[src/rtl/audio_buf_ctrl.sv]
// Ping-pong refill controller for the 512-byte I2S sample RAM.
// Define AUDIO_BUF_UF_CNT_EN to build the saturating underrun counter.
module audio_buf_ctrl #(
  parameter int ADDR_W      = 9,
  parameter int SYNC_STAGES = 2
) (
  input  logic              iclk,
  input  logic              rst,
  input  logic              play,
  input  logic [7:0]        src_data,
  input  logic              src_valid,
  output logic              src_ready,
  output logic              wr_en,
  output logic [ADDR_W-1:0] wr_addr,
  output logic [7:0]        wr_data,
  input  logic              rd_half,
  output logic              en,
  input  logic              clr_underrun,
  output logic              underrun,
  output logic [15:0]       uf_cnt
);

  typedef enum logic [1:0] {
    IDLE,
    FILL,
    WAIT
  } state_t;

  state_t              state_q, state_d;
  logic                fill_half_q, fill_half_d;
  logic [ADDR_W-2:0]   cnt_q, cnt_d;
  logic                primed_q, primed_d;
  logic                en_q, en_d;
  logic [SYNC_STAGES-1:0] sync_q;
  logic                rd_half_s;
  logic                accept;
  logic                uf_cond, uf_cond_q, uf_rise;

  assign rd_half_s = sync_q[SYNC_STAGES-1];
  assign src_ready = (state_q == FILL);
  assign accept    = src_valid && src_ready;
  assign en        = en_q;

  // Underrun: the reader is inside the half still being refilled.
  assign uf_cond = (state_q == FILL) && en_q
                && (rd_half_s == fill_half_q);
  assign uf_rise = uf_cond && !uf_cond_q;

  always_comb begin
    state_d     = state_q;
    fill_half_d = fill_half_q;
    cnt_d       = cnt_q;
    primed_d    = primed_q;
    en_d        = en_q;
    unique case (state_q)
      IDLE: begin
        en_d = 1'b0;
        if (play) begin
          state_d     = FILL;
          fill_half_d = 1'b0;
          cnt_d       = '0;
          primed_d    = 1'b0;
        end
      end
      FILL: begin
        if (!play) begin
          state_d = IDLE;
          en_d    = 1'b0;
        end else if (accept) begin
          cnt_d = cnt_q + 1'b1;
          if (&cnt_q) begin
            unique case (1'b1)
              !primed_q && !fill_half_q: begin
                fill_half_d = 1'b1;
              end
              !primed_q && fill_half_q: begin
                primed_d    = 1'b1;
                en_d        = 1'b1;
                fill_half_d = 1'b0;
                state_d     = WAIT;
              end
              primed_q: begin
                fill_half_d = ~fill_half_q;
                state_d     = WAIT;
              end
            endcase
          end
        end
      end
      WAIT: begin
        if (!play) begin
          state_d = IDLE;
          en_d    = 1'b0;
        end else if (rd_half_s != fill_half_q) begin
          state_d = FILL;
        end
      end
      default: begin
        state_d = IDLE;
        en_d    = 1'b0;
      end
    endcase
  end

  always_ff @(posedge iclk) begin
    if (rst) begin
      state_q     <= IDLE;
      fill_half_q <= 1'b0;
      cnt_q       <= '0;
      primed_q    <= 1'b0;
      en_q        <= 1'b0;
      sync_q      <= '0;
      wr_en       <= 1'b0;
      wr_addr     <= '0;
      wr_data     <= '0;
      uf_cond_q   <= 1'b0;
      underrun    <= 1'b0;
    end else begin
      state_q     <= state_d;
      fill_half_q <= fill_half_d;
      cnt_q       <= cnt_d;
      primed_q    <= primed_d;
      en_q        <= en_d;
      sync_q      <= {sync_q[SYNC_STAGES-2:0], rd_half};
      wr_en       <= accept;
      if (accept) begin
        wr_addr <= {fill_half_q, cnt_q};
        wr_data <= src_data;
      end
      uf_cond_q <= uf_cond;
      if (uf_rise) begin
        underrun <= 1'b1;
      end else if (clr_underrun) begin
        underrun <= 1'b0;
      end
    end
  end

`ifdef AUDIO_BUF_UF_CNT_EN
  logic [15:0] uf_cnt_q;

  always_ff @(posedge iclk) begin
    if (rst) begin
      uf_cnt_q <= '0;
    end else if (uf_rise && (uf_cnt_q != 16'hFFFF)) begin
      uf_cnt_q <= uf_cnt_q + 16'd1;
    end
  end

  assign uf_cnt = uf_cnt_q;
`else
  assign uf_cnt = '0;
`endif

endmodule

[config.mk]
export PLATFORM = sky130hd
export DESIGN_NAME = audio_buf_ctrl
export DESIGN_NICKNAME = d
export VERILOG_FILES = /design/src/rtl/audio_buf_ctrl.sv
export SDC_FILE = /design/constraint.sdc
export NUM_CORES = 1
export LEC_CHECK = 0
export ABC_AREA = 0
export BUFFER_PORTS_ARGS = -buffer_cell sky130_fd_sc_hd__buf_4
export CORE_MARGIN = 4
export CORE_UTILIZATION = 25
export CTS_BUF_LIST = sky130_fd_sc_hd__clkbuf_4
export CTS_CLUSTER_SIZE = 12
export DETAILED_ROUTE_END_ITERATION = 8
export PLACE_DENSITY_LB_ADDON = 0.12
export SLEW_MARGIN = 0
export SYNTH_ARGS = -nofsm -noshare
export SYNTH_HDL_FRONTEND = slang
export SYNTH_SLANG_ARGS = --single-unit
[constraint.sdc]
create_clock -name iclk -period 3.9 [get_ports iclk]
set_clock_uncertainty 0.05 [all_clocks]
set_input_delay 0.585 -clock iclk [delete_from_list [all_inputs] [get_ports iclk]]
set_output_delay 0.585 -clock iclk [all_outputs]
set_load 0.03 [all_outputs]
==> results.cfg <==
[timing]
max_slew_margin_pct = 44.4
final.setup.worst_slack_ns = 1.83
fin_tns_setup_ns = 0
finalSetupViolCount = 0
hold_viol = 0
fmax_mhz = 483
timing.final.crit_share_pct = 53.1
rsz0062_at_grt = no
worstMarginPinSlew_ns = 0.831
fin_crit_ns = 2.07
slew_violations = 0

[clocking]
postCtsSetupRepairBufs = 0
holdBufCountCts = 0
h-tree-depth = 2
post_cts_resized = 0
clock_path_buffers = 2
clkSinkCount = 35
tritoncts = built
cts-root-buf = clkbuf_4
clkTransAtPathRegs_ns = 0.10
numCtsBuffers = 5
clkLatencyLatePin_ns = 0.33

[global_route]
grt_start_max_net_pins = 32
grt_pass1_vias = 1214
grt_first_pass_wirelength_um = 5750
track_usage_pct = 9.57
grt.overflow.total = 0
antenna_found_initial = 0

[route]
first_iter_violations = 39
first_pass_iters = 4
routed_wl_um = 3450
drc = 0
wire_per_inst_um = 11.6
dr.max_layer_used = met4
dr_wl_met2_um = 1680
viasPerCell = 4.28
met3_length_um = 191
num_vias = 1274
ant_nets = 0
met1_length_um = 1550

[placement]
place_area_mm2 = 0.00185
place_hpwl_um = 2460
gp_congestion = 0.669
dpl_worst_slack_ns = 1.70
io_buffer_count = 34

[worst_hold_path]
min_path_type = flip-flop to flip-flop
min-delay-start = sync_q[0]$_SDFF_PP0_

[critical_path]
endpoint_kind = flip-flop
crit_type = flip-flop to flip-flop
worst_ep_required_time_ns = 4.13
startpoint = state_q[0]$_SDFFE_PP0P_
cp_max_fo = 20
cp-start-kind = flip-flop
arrival_ns = 2.30
r2r-start = state_q[0]$_SDFFE_PP0P_

[pwr]
p_sw_share_pct = 28.7
p_seq_share_pct = 56.7
clockPowerShare_pct = 29.1
power_switching_uw = 188
power_density_mw_per_mm2 = 344
ir_worst_vdd_v = 0.000168
p_leak_uw = 0.000755
p_total_uw = 656
p_int_uw = 468
power_frac_comb_pct = 14.2

[logic_synthesis]
async_flop_share_pct = 0
synth_seq_cells = 35
syn_area_mm2 = 0.00163
synth_edf_count = 0
yosys_warnings = 0
synth_area_per_cell_um2 = 8.50
syn_inst = 192
synth_cell_types = 45
synth-main-ff-cell = dfxtp_1
ys_seq_area_share_pct = 42.9

[finish]
postLayoutCellArea_mm2 = 0.00190
diodes = 0
layout.filler_cells = 697
drive_gt1_share_pct = 21.7
area_growth_pct = 16.7
nets = 235

[floorplan]
die_area_mm2 = 0.00788
fp.dieW_um = 88.8
die_h_um = 88.8
io-pin-count = 51
num_rows = 29
initial_utilization_pct = 25.7
coreArea_mm2 = 0.00635

[flow_run]
cap_viol_max_count = 0

[outcome]
status = finished, final reports clean
flip-flops by register name, summed over array words and instances, names as in the netlist:
name / cells
cnt_q: 8
state_q: 2
sync_q: 2
primed_q: 1
wr_data: 8
underrun: 1
wr_en: 1
uf_cond_q: 1
fill_half_q: 1
wr_addr: 9
en: 1
cells in the mapped netlist, drive strengths merged, types with 2 or more instances:
cell,n,area [um^2]
nand3,4,20.0
nor2b,6,45.0
nor3,3,15.0
mux2i,2,20.0
nand4,3,18.8
nor2,11,41.3
nand2b,2,20.0
o22ai,2,12.5
or3,3,18.8
buf,26,180
nor4,2,27.5
dfxtp,35,701
xnor2,3,26.3
nand2,39,146
and2,2,12.5
or2,2,12.5
xor2,3,26.3
a21oi,20,100
clkbuf,2,7.51
and2b,2,17.5
inv,4,15.0
per-stage QoR:
step           hold WS, ns  instances  utilization (%)
2_1_floorplan        0.364        207                -
3_3_place_gp         0.373        290             29.2
3_5_place_dp         0.377        290             29.2
4_1_cts              0.400        298             30.0
5_1_grt              0.405        298             30.0
6_report             0.394        298             30.0
cell families after synthesis:
logic type	count (synthesis)	share of synthesized area, %
compound gates	31	12.4
flops	35	42.9
mux	3	1.92
other cells	1	0.230
xor+xnor	6	3.22
fa+ha+maj	1	0.767
simple gates	83	26.1
buf+inv	32	12.4
final cells by class:
| cell class | count | area, um^2 | area share, % |
|---|---|---|---|
| Multi-Input combinational cell | 140 | 785 | 41.2 |
| Sequential cell | 35 | 701 | 36.8 |
| Timing Repair Buffer | 34 | 255 | 13.4 |
| Tap cell | 77 | 96.3 | 5.06 |
| Clock buffer | 6 | 45.0 | 2.37 |
| Inverter | 4 | 15.0 | 0.788 |
| Clock inverter | 2 | 7.51 | 0.394 |
layer usage:
metal	vias to the layer above	track usage [%]
met5	-	0
met4	0	4.12
met3	5	2.79
met2	31	15.1
met1	576	12.1
li1	662	-
cell usage in the layout, fill, tap and decap left out, drive strengths merged, types with 4 or more instances in the layout:
cell type,instances
dfxtp,35
buf,34
nand3,4
nor2b,6
nor2,11
conb,16
clkbuf,6
nand2,39
inv,4
a21oi,20
path summary, 6_finish.rpt:
kind	slack (ns)	cells after the start	end
worst max-delay path	1.83	3	en$_SDFFE_PP0P_
worst min-delay path	0.39	1	sync_q[1]$_SDFF_PP0_
worst max register to register	1.83	3	en$_SDFFE_PP0P_
worst min register to register	0.39	1	sync_q[1]$_SDFF_PP0_
critical path, cell delays in order, from the launching register on:
cell	delay (ns)
dfxtp_1	0.55
nand3b_1	0.65
nor4_1	0.57
a31o_1	0.20
power groups by stage:
stage	clock network, uW	registers (uW)	logic, uW
after floorplan	0	384	79.2
after global placement	0	380	94.7
after detailed placement	0	380	94.4
after CTS	204	372	94.5
after global routing	225	373	103
final	191	372	92.9
Power figures use the tool's default switching activity.
